===== config.mk =====
export PLATFORM = sky130hd
export DESIGN_NAME = muldiv_seq_flat
export DESIGN_NICKNAME = d
export VERILOG_FILES = /design/src/rtl/muldiv_seq_pkg.sv /design/src/rtl/muldiv_seq_if.sv /design/src/rtl/muldiv_seq_cla_adder.sv /design/src/rtl/muldiv_seq.sv /design/src/flat_wrapper.sv
export SDC_FILE = /design/constraint.sdc
export NUM_CORES = 1
export LEC_CHECK = 0
export CORE_MARGIN = 2
export CORE_UTILIZATION = 55
export CTS_CLUSTER_SIZE = 20
export DETAILED_ROUTE_END_ITERATION = 7
export PLACE_DENSITY = 0.79
export SLEW_MARGIN = 10
export SYNTH_ARGS = -nofsm -noshare
export SYNTH_HDL_FRONTEND = slang
export SYNTH_SLANG_ARGS = --single-unit

===== constraint.sdc =====
create_clock -name clk -period 7.1 [get_ports clk]
set_input_delay 1.42 -clock clk [delete_from_list [all_inputs] [get_ports clk]]
set_output_delay 1.42 -clock clk [all_outputs]
set_load 0.03 [all_outputs]

===== src/rtl/muldiv_seq_pkg.sv =====
// Shared definitions for the multiply/divide sequencer.
// Holds op encodings, FSM states and the counter width helper.
package muldiv_pkg;

    localparam int OP_W = 2;

    // bit1 selects divide, bit0 selects signed
    typedef enum logic [OP_W-1:0] {
        OP_MULTU = 2'b00,
        OP_MULT  = 2'b01,
        OP_DIVU  = 2'b10,
        OP_DIV   = 2'b11
    } op_e;

    typedef enum logic [1:0] {
        IDLE,
        CALC,
        FIX
    } state_e;

    // Counter must hold values 0..w
    function automatic int cnt_w(input int w);
        return $clog2(w + 1);
    endfunction

endpackage


===== src/rtl/muldiv_seq_if.sv =====
// Request/result bundle between the control unit and muldiv_seq.
// master: start/op/a/b/wr_hi/wr_lo/wdata out; busy/done/hi/lo in.
interface muldiv_seq_if
    import muldiv_pkg::*;
#(
    parameter int WIDTH = 32
);
    logic             start;
    logic [OP_W-1:0]  op;
    logic [WIDTH-1:0] a;
    logic [WIDTH-1:0] b;
    logic             wr_hi;
    logic             wr_lo;
    logic [WIDTH-1:0] wdata;
    logic             busy;
    logic             done;
    logic [WIDTH-1:0] hi;
    logic [WIDTH-1:0] lo;

    modport master (
        output start, op, a, b, wr_hi, wr_lo, wdata,
        input  busy, done, hi, lo
    );

    modport slave (
        input  start, op, a, b, wr_hi, wr_lo, wdata,
        output busy, done, hi, lo
    );
endinterface


===== src/rtl/muldiv_seq_cla_adder.sv =====
// WIDTH-bit adder built from rippled 4-bit carry-lookahead cells.
// Ports: a, b, cin -> sum, cout.
module cla4 (
    input  logic [3:0] a,
    input  logic [3:0] b,
    input  logic       cin,
    output logic [3:0] sum,
    output logic       cout
);
    logic [3:0] g;
    logic [3:0] p;
    logic [4:0] c;

    assign g = a & b;
    assign p = a ^ b;

    assign c[0] = cin;
    assign c[1] = g[0] | (p[0] & cin);
    assign c[2] = g[1] | (p[1] & g[0])
                | (p[1] & p[0] & cin);
    assign c[3] = g[2] | (p[2] & g[1])
                | (p[2] & p[1] & g[0])
                | (p[2] & p[1] & p[0] & cin);
    assign c[4] = g[3] | (p[3] & g[2])
                | (p[3] & p[2] & g[1])
                | (p[3] & p[2] & p[1] & g[0])
                | (p[3] & p[2] & p[1] & p[0] & cin);

    assign sum  = p ^ c[3:0];
    assign cout = c[4];
endmodule

module cla_adder #(
    parameter int WIDTH = 32
) (
    input  logic [WIDTH-1:0] a,
    input  logic [WIDTH-1:0] b,
    input  logic             cin,
    output logic [WIDTH-1:0] sum,
    output logic             cout
);
    localparam int NCELL = WIDTH / 4;

    logic [NCELL:0] c;

    assign c[0] = cin;

    for (genvar i = 0; i < NCELL; i++) begin : g_cell
        cla4 u_cell (
            .a   (a[4*i +: 4]),
            .b   (b[4*i +: 4]),
            .cin (c[i]),
            .sum (sum[4*i +: 4]),
            .cout(c[i+1])
        );
    end

    assign cout = c[NCELL];
endmodule


===== src/rtl/muldiv_seq.sv =====
// Multi-cycle MULT/MULTU/DIV/DIVU sequencer writing the HI/LO pair.
// Ports: clk, rst_n (sync, active-low), bus (muldiv_seq_if slave).
module muldiv_seq
    import muldiv_pkg::*;
#(
    parameter int WIDTH = 32
) (
    input  logic         clk,
    input  logic         rst_n,
    muldiv_seq_if.slave  bus
);
    localparam int CW = cnt_w(WIDTH);

    state_e           state;
    logic [CW-1:0]    cnt;
    logic [WIDTH-1:0] acc_hi;
    logic [WIDTH-1:0] acc_lo;
    logic [WIDTH-1:0] md;
    logic             is_div;
    logic             q_neg;
    logic             r_neg;

    logic             a_neg;
    logic             b_neg;
    logic [WIDTH-1:0] a_mag;
    logic [WIDTH-1:0] b_mag;

    logic [WIDTH-1:0] sh_rem;
    logic [WIDTH-1:0] add_a;
    logic [WIDTH-1:0] add_b;
    logic             add_cin;
    logic [WIDTH-1:0] add_sum;
    logic             add_cout;
    logic             accept;

    logic [2*WIDTH-1:0] prod_neg;
    logic [WIDTH-1:0]   quo_neg;
    logic [WIDTH-1:0]   rem_neg;

    assign a_neg = bus.op[0] & bus.a[WIDTH-1];
    assign b_neg = bus.op[0] & bus.b[WIDTH-1];
    assign a_mag = a_neg ? (~bus.a + WIDTH'(1)) : bus.a;
    assign b_mag = b_neg ? (~bus.b + WIDTH'(1)) : bus.b;

    // Divide: rem shifted left with the quotient MSB pulled in;
    // subtract as rem + ~divisor + 1 on the shared adder.
    assign sh_rem  = {acc_hi[WIDTH-2:0], acc_lo[WIDTH-1]};
    assign add_a   = is_div ? sh_rem : acc_hi;
    assign add_b   = is_div ? ~md : (acc_lo[0] ? md : '0);
    assign add_cin = is_div;

    // A set bit shifted out of rem means rem >= divisor regardless
    assign accept = add_cout | acc_hi[WIDTH-1];

    cla_adder #(.WIDTH(WIDTH)) u_add (
        .a   (add_a),
        .b   (add_b),
        .cin (add_cin),
        .sum (add_sum),
        .cout(add_cout)
    );

    assign prod_neg = ~{acc_hi, acc_lo} + (2*WIDTH)'(1);
    assign quo_neg  = ~acc_lo + WIDTH'(1);
    assign rem_neg  = ~acc_hi + WIDTH'(1);

    always_ff @(posedge clk) begin
        if (!rst_n) begin
            state    <= IDLE;
            cnt      <= '0;
            acc_hi   <= '0;
            acc_lo   <= '0;
            md       <= '0;
            is_div   <= 1'b0;
            q_neg    <= 1'b0;
            r_neg    <= 1'b0;
            bus.busy <= 1'b0;
            bus.done <= 1'b0;
            bus.hi   <= '0;
            bus.lo   <= '0;
        end else begin
            bus.done <= 1'b0;
            unique case (state)
                IDLE: begin
                    if (bus.start) begin
                        // acc_lo holds multiplier or dividend,
                        // md holds multiplicand or divisor
                        acc_hi   <= '0;
                        acc_lo   <= bus.op[1] ? a_mag : b_mag;
                        md       <= bus.op[1] ? b_mag : a_mag;
                        is_div   <= bus.op[1];
                        q_neg    <= a_neg ^ b_neg;
                        r_neg    <= a_neg;
                        cnt      <= '0;
                        bus.busy <= 1'b1;
                        state    <= CALC;
                    end else begin
                        if (bus.wr_hi) bus.hi <= bus.wdata;
                        if (bus.wr_lo) bus.lo <= bus.wdata;
                    end
                end
                CALC: begin
                    if (is_div) begin
                        acc_hi <= accept ? add_sum : sh_rem;
                        acc_lo <= {acc_lo[WIDTH-2:0], accept};
                    end else begin
                        {acc_hi, acc_lo} <= {add_cout, add_sum,
                                             acc_lo[WIDTH-1:1]};
                    end
                    cnt <= cnt + CW'(1);
                    if (cnt == CW'(WIDTH - 1)) state <= FIX;
                end
                FIX: begin
                    if (is_div) begin
                        bus.lo <= q_neg ? quo_neg : acc_lo;
                        bus.hi <= r_neg ? rem_neg : acc_hi;
                    end else begin
                        {bus.hi, bus.lo} <= q_neg ? prod_neg
                                                  : {acc_hi, acc_lo};
                    end
                    bus.done <= 1'b1;
                    bus.busy <= 1'b0;
                    state    <= IDLE;
                end
                default: state <= IDLE;
            endcase
        end
    end
endmodule


===== src/flat_wrapper.sv =====
// flat-port wrapper written by rule: the top's interface ports become plain ports
module muldiv_seq_flat import muldiv_pkg::*;
#(
    parameter int WIDTH = 32
)
  (clk, rst_n, bus_start, bus_op, bus_a, bus_b, bus_wr_hi, bus_wr_lo, bus_wdata, bus_busy, bus_done, bus_hi, bus_lo);
  muldiv_seq_if #(.WIDTH(WIDTH)) bus_i ();
  input  logic clk;
  input  logic rst_n;
  input wire logic [$bits(bus_i.start)-1:0] bus_start;
  input wire logic [$bits(bus_i.op)-1:0] bus_op;
  input wire logic [$bits(bus_i.a)-1:0] bus_a;
  input wire logic [$bits(bus_i.b)-1:0] bus_b;
  input wire logic [$bits(bus_i.wr_hi)-1:0] bus_wr_hi;
  input wire logic [$bits(bus_i.wr_lo)-1:0] bus_wr_lo;
  input wire logic [$bits(bus_i.wdata)-1:0] bus_wdata;
  output wire logic [$bits(bus_i.busy)-1:0] bus_busy;
  output wire logic [$bits(bus_i.done)-1:0] bus_done;
  output wire logic [$bits(bus_i.hi)-1:0] bus_hi;
  output wire logic [$bits(bus_i.lo)-1:0] bus_lo;
  assign bus_i.start = bus_start;
  assign bus_i.op = bus_op;
  assign bus_i.a = bus_a;
  assign bus_i.b = bus_b;
  assign bus_i.wr_hi = bus_wr_hi;
  assign bus_i.wr_lo = bus_wr_lo;
  assign bus_i.wdata = bus_wdata;
  assign bus_busy = bus_i.busy;
  assign bus_done = bus_i.done;
  assign bus_hi = bus_i.hi;
  assign bus_lo = bus_i.lo;
  muldiv_seq #(.WIDTH(WIDTH)) u_core (.clk(clk), .rst_n(rst_n), .bus(bus_i));
endmodule

==> results of run 1 <==
==> through the flow <==
| step | hold WS (ps) | util |
|---|---|---|
| floorplan | 437 | - |
| global placement | 451 | 0.635 |
| detailed placement | 457 | 0.635 |
| CTS | 467 | 0.660 |
| global route | 484 | 0.660 |
| finish | 465 | 0.660 |
==> tightest hold or removal path: stages (launching register included) <==
cell and delay (ps):
dfxtp_1 320, nand2_1 60, a21oi_1 50
==> power breakdown <==
part	internal, mW	switching (mW)
sequential	1.03	0.0836
combinational	0.325	0.438
clock	0.482	0.463
==> worst paths after layout <==
check                 start           endpoint  slack [ps]
max          u_core.add_cin  u_core.acc_hi[19]        2360
max reg2reg  u_core.add_cin  u_core.acc_hi[19]        2360
min reg2reg    u_core.md[7]       u_core.md[7]         470
min            u_core.md[7]       u_core.md[7]         470
==> cells by family (layout without fill, tap and decap cells) <==
| group | count (synthesis) | after routing | share of synthesized area |
|---|---|---|---|
| compound gates | 494 | 494 | 0.243 |
| xor+xnor | 139 | 139 | 0.0913 |
| fa+ha+maj | 45 | 45 | 0.0467 |
| buf+inv | 169 | 243 | 0.0505 |
| flops | 173 | 173 | 0.260 |
| mux | 158 | 158 | 0.126 |
| other cells | 0 | 1 | 0 |
| simple gates | 493 | 493 | 0.182 |
==> cell type report <==
type	instances	share of cell area
Timing Repair Buffer	186	0.116
Clock buffer	19	0.0284
Multi-Input combinational cell	1329	0.592
Antenna cell	1	0.000161
Inverter	25	0.00602
Clock inverter	13	0.00939
Sequential cell	173	0.222
Tap cell	319	0.0256
==> synth_stat cells (all sizes together) (12+ instances only) <==
cell,instances
o31ai,18
nand2b,12
nor2,135
xor2,55
dfxtp,173
a31oi,22
and3,14
a21o,14
a211oi,66
o21a,12
nor2b,16
nand3,89
o21ai,98
buf,27
xnor2,84
or3,15
o221ai,16
a22oi,22
ha,37
o211ai,23
or2,12
nand2,117
nor3,21
nor4,18
or4,13
a21oi,134
mux2,83
mux2i,75
inv,25
clkbuf,117
==> sequential cells by signal, summed over array words and instances (netlist names) <==
name / flops
u_core.acc_hi: 32
u_core.acc_lo: 32
u_core.bus.hi: 32
u_core.bus.lo: 32
u_core.md: 32
u_core.cnt: 6
u_core.state: 2
u_core.add_cin: 1
u_core.bus.busy: 1
u_core.bus.done: 1
u_core.q_neg: 1
u_core.r_neg: 1
==> metal layers <==
metal  global-route usage  up-vias  wire (um)  part of all wire
li1                     -     6276          -                 -
met1                0.442     6225      18300              0.43
met2                0.526      712      19300              0.45
met3               0.0535       99       3750             0.087
met4                0.133        0       1730             0.040
met5                    0        -          0                 0
==> metrics.md, run 1 <==
| Metric | Value |
|---|---|
| Status | completed |
| Post-DP HPWL | 32,000 um |
| Buf+Inv Stages, Crit Path | 2 |
| Die H | 160 um |
| GRT Overall Usage | 0.329 |
| Largest net degree at the start of global routing | 68 |
| I/O pins | 169 |
| Crit Path Category | reg2reg |
| Slew Limit Fails | 0 |
| DRC violations left | 0 |
| Worst skew pair latency | 440 ps |
| Synth Instances | 1,671 |
| Initial drt markers | 1,442 |
| # resized after CTS | 0 |
| ANT nets after route | 0 |
| Placed cell count | 2,032 |
| Final setup vio count | 0 |
| Clk_skew | 11.0 ps |
| Cell taking the most area after synthesis | dfxtp_1 |
| Syn avg cell area | 7.98 um^2 |
| RSZ-0062 raised after global routing | false |
| Vias in the first global route | 12,100 |
| Setup TNS | 0 ps |
| CTS Root Cell | clkbuf_16 |
| Slowest Stage Delay on Critical Path | 560 ps |
| Post-synth cell types | 80 |
| Fill cells | 2,004 |
| Synth Flop Type | dfxtp_1 |
| Async S/R FF share, synth | 0 |
| EDFF count, synth | 0 |
| Syn Std Cell Area | 0.0133 mm^2 |
| Core Rows | 56 |
| Pwr dens | 181 mW/mm^2 |
| Synth Net Count | 1,819 |
| Area Growth Syn to Fin | 16.9% |
| Grt ovf | 0 |
| Share of cells above drive strength 1 | 0.0991 |
| Hold Crit Depth | 2 |
| FF/Latch Area | 0.00347 mm^2 |
| Post-CTS Hold Fix Bufs | 0 |
| Crit. path cell count | 12 |
| Top-area cell type share of the netlist area | 0.260 |
| Worst reg2reg path depth | 12 |
| Slowest cell on crit path | buf_4 |
| WL/cell | 20.9 um |
| Non-Filler Instances | 2,065 |
| DP Worst Slack | 2460 ps |
| Commonest cells after routing, fill and taps aside | dfxtp_1, clkdlybuf4s50_1, nor2_1, a21oi_1, nand2_1 |
| Post-route minimum period | 4740 ps |
| Post-route design area | 0.0156 mm^2 |
| H-tree depth | 4 |
| Kind of start point of the critical path | flip-flop |
| Clock edge transition at the registers on the reported setup and hold paths | 70 ps |
| Fin crit share | 0.668 |
| Hold Path Class | reg2reg |
| Max-cap check violation count | 0 |
| IO Port Bufs | 168 |
| CTS Buf Count | 17 |
| Die Area | 0.0255 mm^2 |
| Routability cong. | 0.966 |
| Avg Vias per Cell | 6.45 |
| Maximum clock path buffer count | 2 |
| Drt pass-1 iters | 8 |
| Leading cell type in the layout, fill and taps excluded | dfxtp_1 |
| Worst-path maximum fanout | 55 |
| Worst Slack Setup Final | 2360 ps |
| Crit path cell chain | buf_4 -> mux2_2 -> ha_1 -> nand3_1 -> or2_2 -> or3_1 -> a21oi_1 -> nor2_1 -> o211ai_1 -> buf_4 -> mux2_2 -> o21ai_0 |
| Largest cells by area after synthesis | dfxtp_1, mux2_2, mux2i_1 |
| Final Hold Vio Count | 0 |
| VDD IR-drop max | 0.000123 V |
| Die W | 160 um |
| First-pass GRT wire length | 67,400 um |
| Final wirelength | 43,100 um |
| Post-DP Area | 0.0150 mm^2 |
| Post-synthesis register bit count | 173 |
| Postcts setup bufs | 0 |
| Vias | 13,300 |
| Syn. warnings | 0 |
| Sequential share of the synthesized area | 0.260 |
| Clock Sinks | 173 |
| Top delay family on crit path | simple AND/OR/NAND/NOR gates |
| Initial core utilization | 0.565 |
| Initial antenna violation count | 0 |
| Fmax | 0.211 GHz |
| Critical path arrival | 5100 ps |
| Nets | 1,880 |
| Area used by multi-input combinational logic | 0.00922 mm^2 |
| Element type at the critical path end | flip-flop |
| Pleak | 5.92 nW |
| Power, Total | 2.82 mW |
| Slew @ Worst Pin | 1140 ps |
| Core ar. | 0.0236 mm^2 |
| CTS tree | yes |
| Rel. slew slack | 0.240 |
| Req. time, crit path | 7460 ps |
No activity file was read; power rests on OpenSTA's default activity.
==> run 2: changes to the inputs <==
- CORE_UTILIZATION: 55 -> 52
- clock period: 7.1 -> 4.3 ns (I/O delays scaled with it)
==> run 2 against run 1 <==
Sequential share of layout area down 0.34 points. Power up 65%. First-iteration DRC count up 27%. Critical path depth unchanged. Non-clock buffer count up 29. Clock skew up 1.0 ps. Combinational power up 69%. Clock power up 61%.
==> metrics.md, run 2 (synthesis gave the netlist of run 1 again) <==
| Metric | Value |
|---|---|
| CTS Root Cell | clkbuf_16 |
| Element type at the critical path end | flip-flop |
| Final Hold Vio Count | 0 (unchanged) |
| Status | completed |
| Drt pass-1 iters | 6 (-2) |
| Non-Filler Instances | 2,104 (+1.9%) |
| Req. time, crit path | 4670 ps (-2790 ps) |
| Worst hold start | u_core.bus.busy |
| First-pass GRT wire length | 65,800 um (-2.4%) |
| Core Rows | 58 (+3.6%) |
| Grt ovf | 0 (unchanged) |
| Final setup vio count | 0 (unchanged) |
| Fmax | 0.247 GHz (+17%) |
| Maximum clock path buffer count | 2 (unchanged) |
| Core ar. | 0.0252 mm^2 (+6.6%) |
| CTS tree | yes |
| Initial drt markers | 1,838 (+27%) |
| Setup TNS | 0 ps (unchanged) |
| Slew Limit Fails | 0 (unchanged) |
| Pwr dens | 293 mW/mm^2 (+62%) |
| Max-cap check violation count | 0 (unchanged) |
| Nets | 1,909 (+1.5%) |
| Placed cell count | 2,072 (+2.0%) |
| Hold WS | 465 ps (+0.119 ps) |
| Pleak | 6.07 nW (+2.6%) |
| Worst Slack Setup Final | 260 ps (-2100 ps) |
| Routability cong. | 0.943 (-2.4%) |
| Crit path cell chain | buf_12 -> mux2_2 -> ha_1 -> a21o_1 -> a21o_1 -> a21o_1 -> a211o_1 -> a31oi_1 -> o211a_1 -> buf_4 -> nand3_1 -> nand3_1 |
| Hold Path Class | reg2reg |
| Final wirelength | 42,800 um (-0.58%) |
| Kind of start point of the critical path | flip-flop |
| Leading cell type in the layout, fill and taps excluded | dfxtp_1 |
| Final core utilization | 0.628 (-0.0315) |
| Crit Path Category | reg2reg |
| Die H | 164 um (+2.8%) |
| Avg Vias per Cell | 6.34 (-1.6%) |
| Critical path arrival | 4410 ps (-690 ps) |
| H-tree depth | 4 (unchanged) |
| CTS Buf Count | 17 (unchanged) |
| Post-DP HPWL | 32,300 um (+0.84%) |
| # resized after CTS | 0 (unchanged) |
| Postcts setup bufs | 0 (unchanged) |
| Share of cells above drive strength 1 | 0.113 (+0.0142) |
| I/O pins | 169 (unchanged) |
| Worst reg2reg path depth | 12 (unchanged) |
| Slew @ Worst Pin | 1130 ps (-8.30 ps) |
| ANT nets after route | 0 (unchanged) |
| Hold Crit Depth | 2 (unchanged) |
| Worst-path maximum fanout | 39 (-29%) |
| Worst Hold End | u_core.bus.busy |
| Setup slack, reg-to-reg | 260 ps (-2100 ps) |
| DP Worst Slack | 308 ps (-2150 ps) |
| Die W | 164 um (+2.8%) |
| IO Port Bufs | 168 (unchanged) |
| DRC violations left | 0 (unchanged) |
| GRT Overall Usage | 0.311 (-0.0171) |
| Worst skew pair latency | 440 ps (about the same) |
| Post-route design area | 0.0158 mm^2 (+1.5%) |
| Power, Total | 4.64 mW (+65%) |
| Area Growth Syn to Fin | 18.7% |
| Reg2reg start | u_core.add_cin |
| Initial core utilization | 0.530 (-0.0352) |
| Post-DP Area | 0.0152 mm^2 (+1.7%) |
| Die Area | 0.0269 mm^2 (+5.6%) |
| Commonest cells after routing, fill and taps aside | dfxtp_1, clkdlybuf4s50_1, nor2_1, a21oi_1, nand2_1 |
| Slowest Stage Delay on Critical Path | 660 ps (+100 ps) |
| Worst R2R End | u_core.acc_hi[17] |
| Initial antenna violation count | 0 (unchanged) |
| Rel. slew slack | 0.246 (+0.00553) |
| WL/cell | 20.4 um (-2.4%) |
| Slowest cell on crit path | o211a_1 |
| Fin crit share | 0.940 (+0.272) |
| CP most frequent cell | a21o_1 |
| ANT cells | 0 (-1) |
| Largest net degree at the start of global routing | 87 (+28%) |
| Clock Sinks | 173 (unchanged) |
| Vias | 13,300 (+0.23%) |
| Clock edge transition at the registers on the reported setup and hold paths | 70 ps (about the same) |
| Post-CTS Hold Fix Bufs | 0 (unchanged) |
| VDD IR-drop max | 0.000288 V (+130%) |
| Post-route minimum period | 4040 ps (-701 ps) |
| RSZ-0062 raised after global routing | false |
| Vias in the first global route | 12,100 (-0.17%) |
| Clk_skew | 12.0 ps (+0.997 ps) |
## run 2: cell count changes in the layout (fill, tap and decap cells not counted), sizes merged
cell,delta
buf,+29
clkbuf,+2
inv,-2
bufinv,+1
clkinvlp,-1
diode,-1
## run 2: worst max-delay path by stage
stage / from / end / depth (start not counted)
after floorplan: u_core.add_cin / u_core.acc_hi[29] / 16
after global placement: u_core.add_cin / u_core.acc_hi[29] / 14
after detailed placement: u_core.add_cin / u_core.acc_hi[29] / 14
after CTS: u_core.add_cin / u_core.acc_hi[29] / 14
after global routing: u_core.add_cin / u_core.acc_hi[29] / 14
final: u_core.add_cin / u_core.acc_hi[17] / 12
## run 2: worst max-delay path: cells and delay by family, from the launching register on
family	cells	cell delay, ps
flip-flops	1	570
multiplexers	1	360
buffers and inverters	2	530
AO/OA/AOI/OAI	6	1930
AND/OR/NAND/NOR	2	210
adder cells (fa/ha/maj)	1	360
## run 2: routing by layer
layer  wire length (um)  track usage  vias to the layer above
li1                   -            -                     6344
met1              18000        0.416                     6184
met2              19100        0.496                      715
met3               3910       0.0495                       99
met4               1790        0.137                        0
met5                  0            0                        -
## run 2: final cells by class
cell class / count / area (um^2)
Clock buffer: 21 / 440
Fill cell: 2141 / 9360
Sequential cell: 173 / 3470
Timing Repair Buffer: 215 / 2050
Multi-Input combinational cell: 1329 / 9230
Clock inverter: 11 / 124
Tap cell: 330 / 413
Inverter: 25 / 93.8
## run 2: power by group
part | internal, mW | switching (mW) | leakage [nW]
logic | 0.552 | 0.737 | 4.39
registers | 1.70 | 0.130 | 1.41
clock network | 0.819 | 0.706 | 0.273
total | 3.07 | 1.57 | 6.07
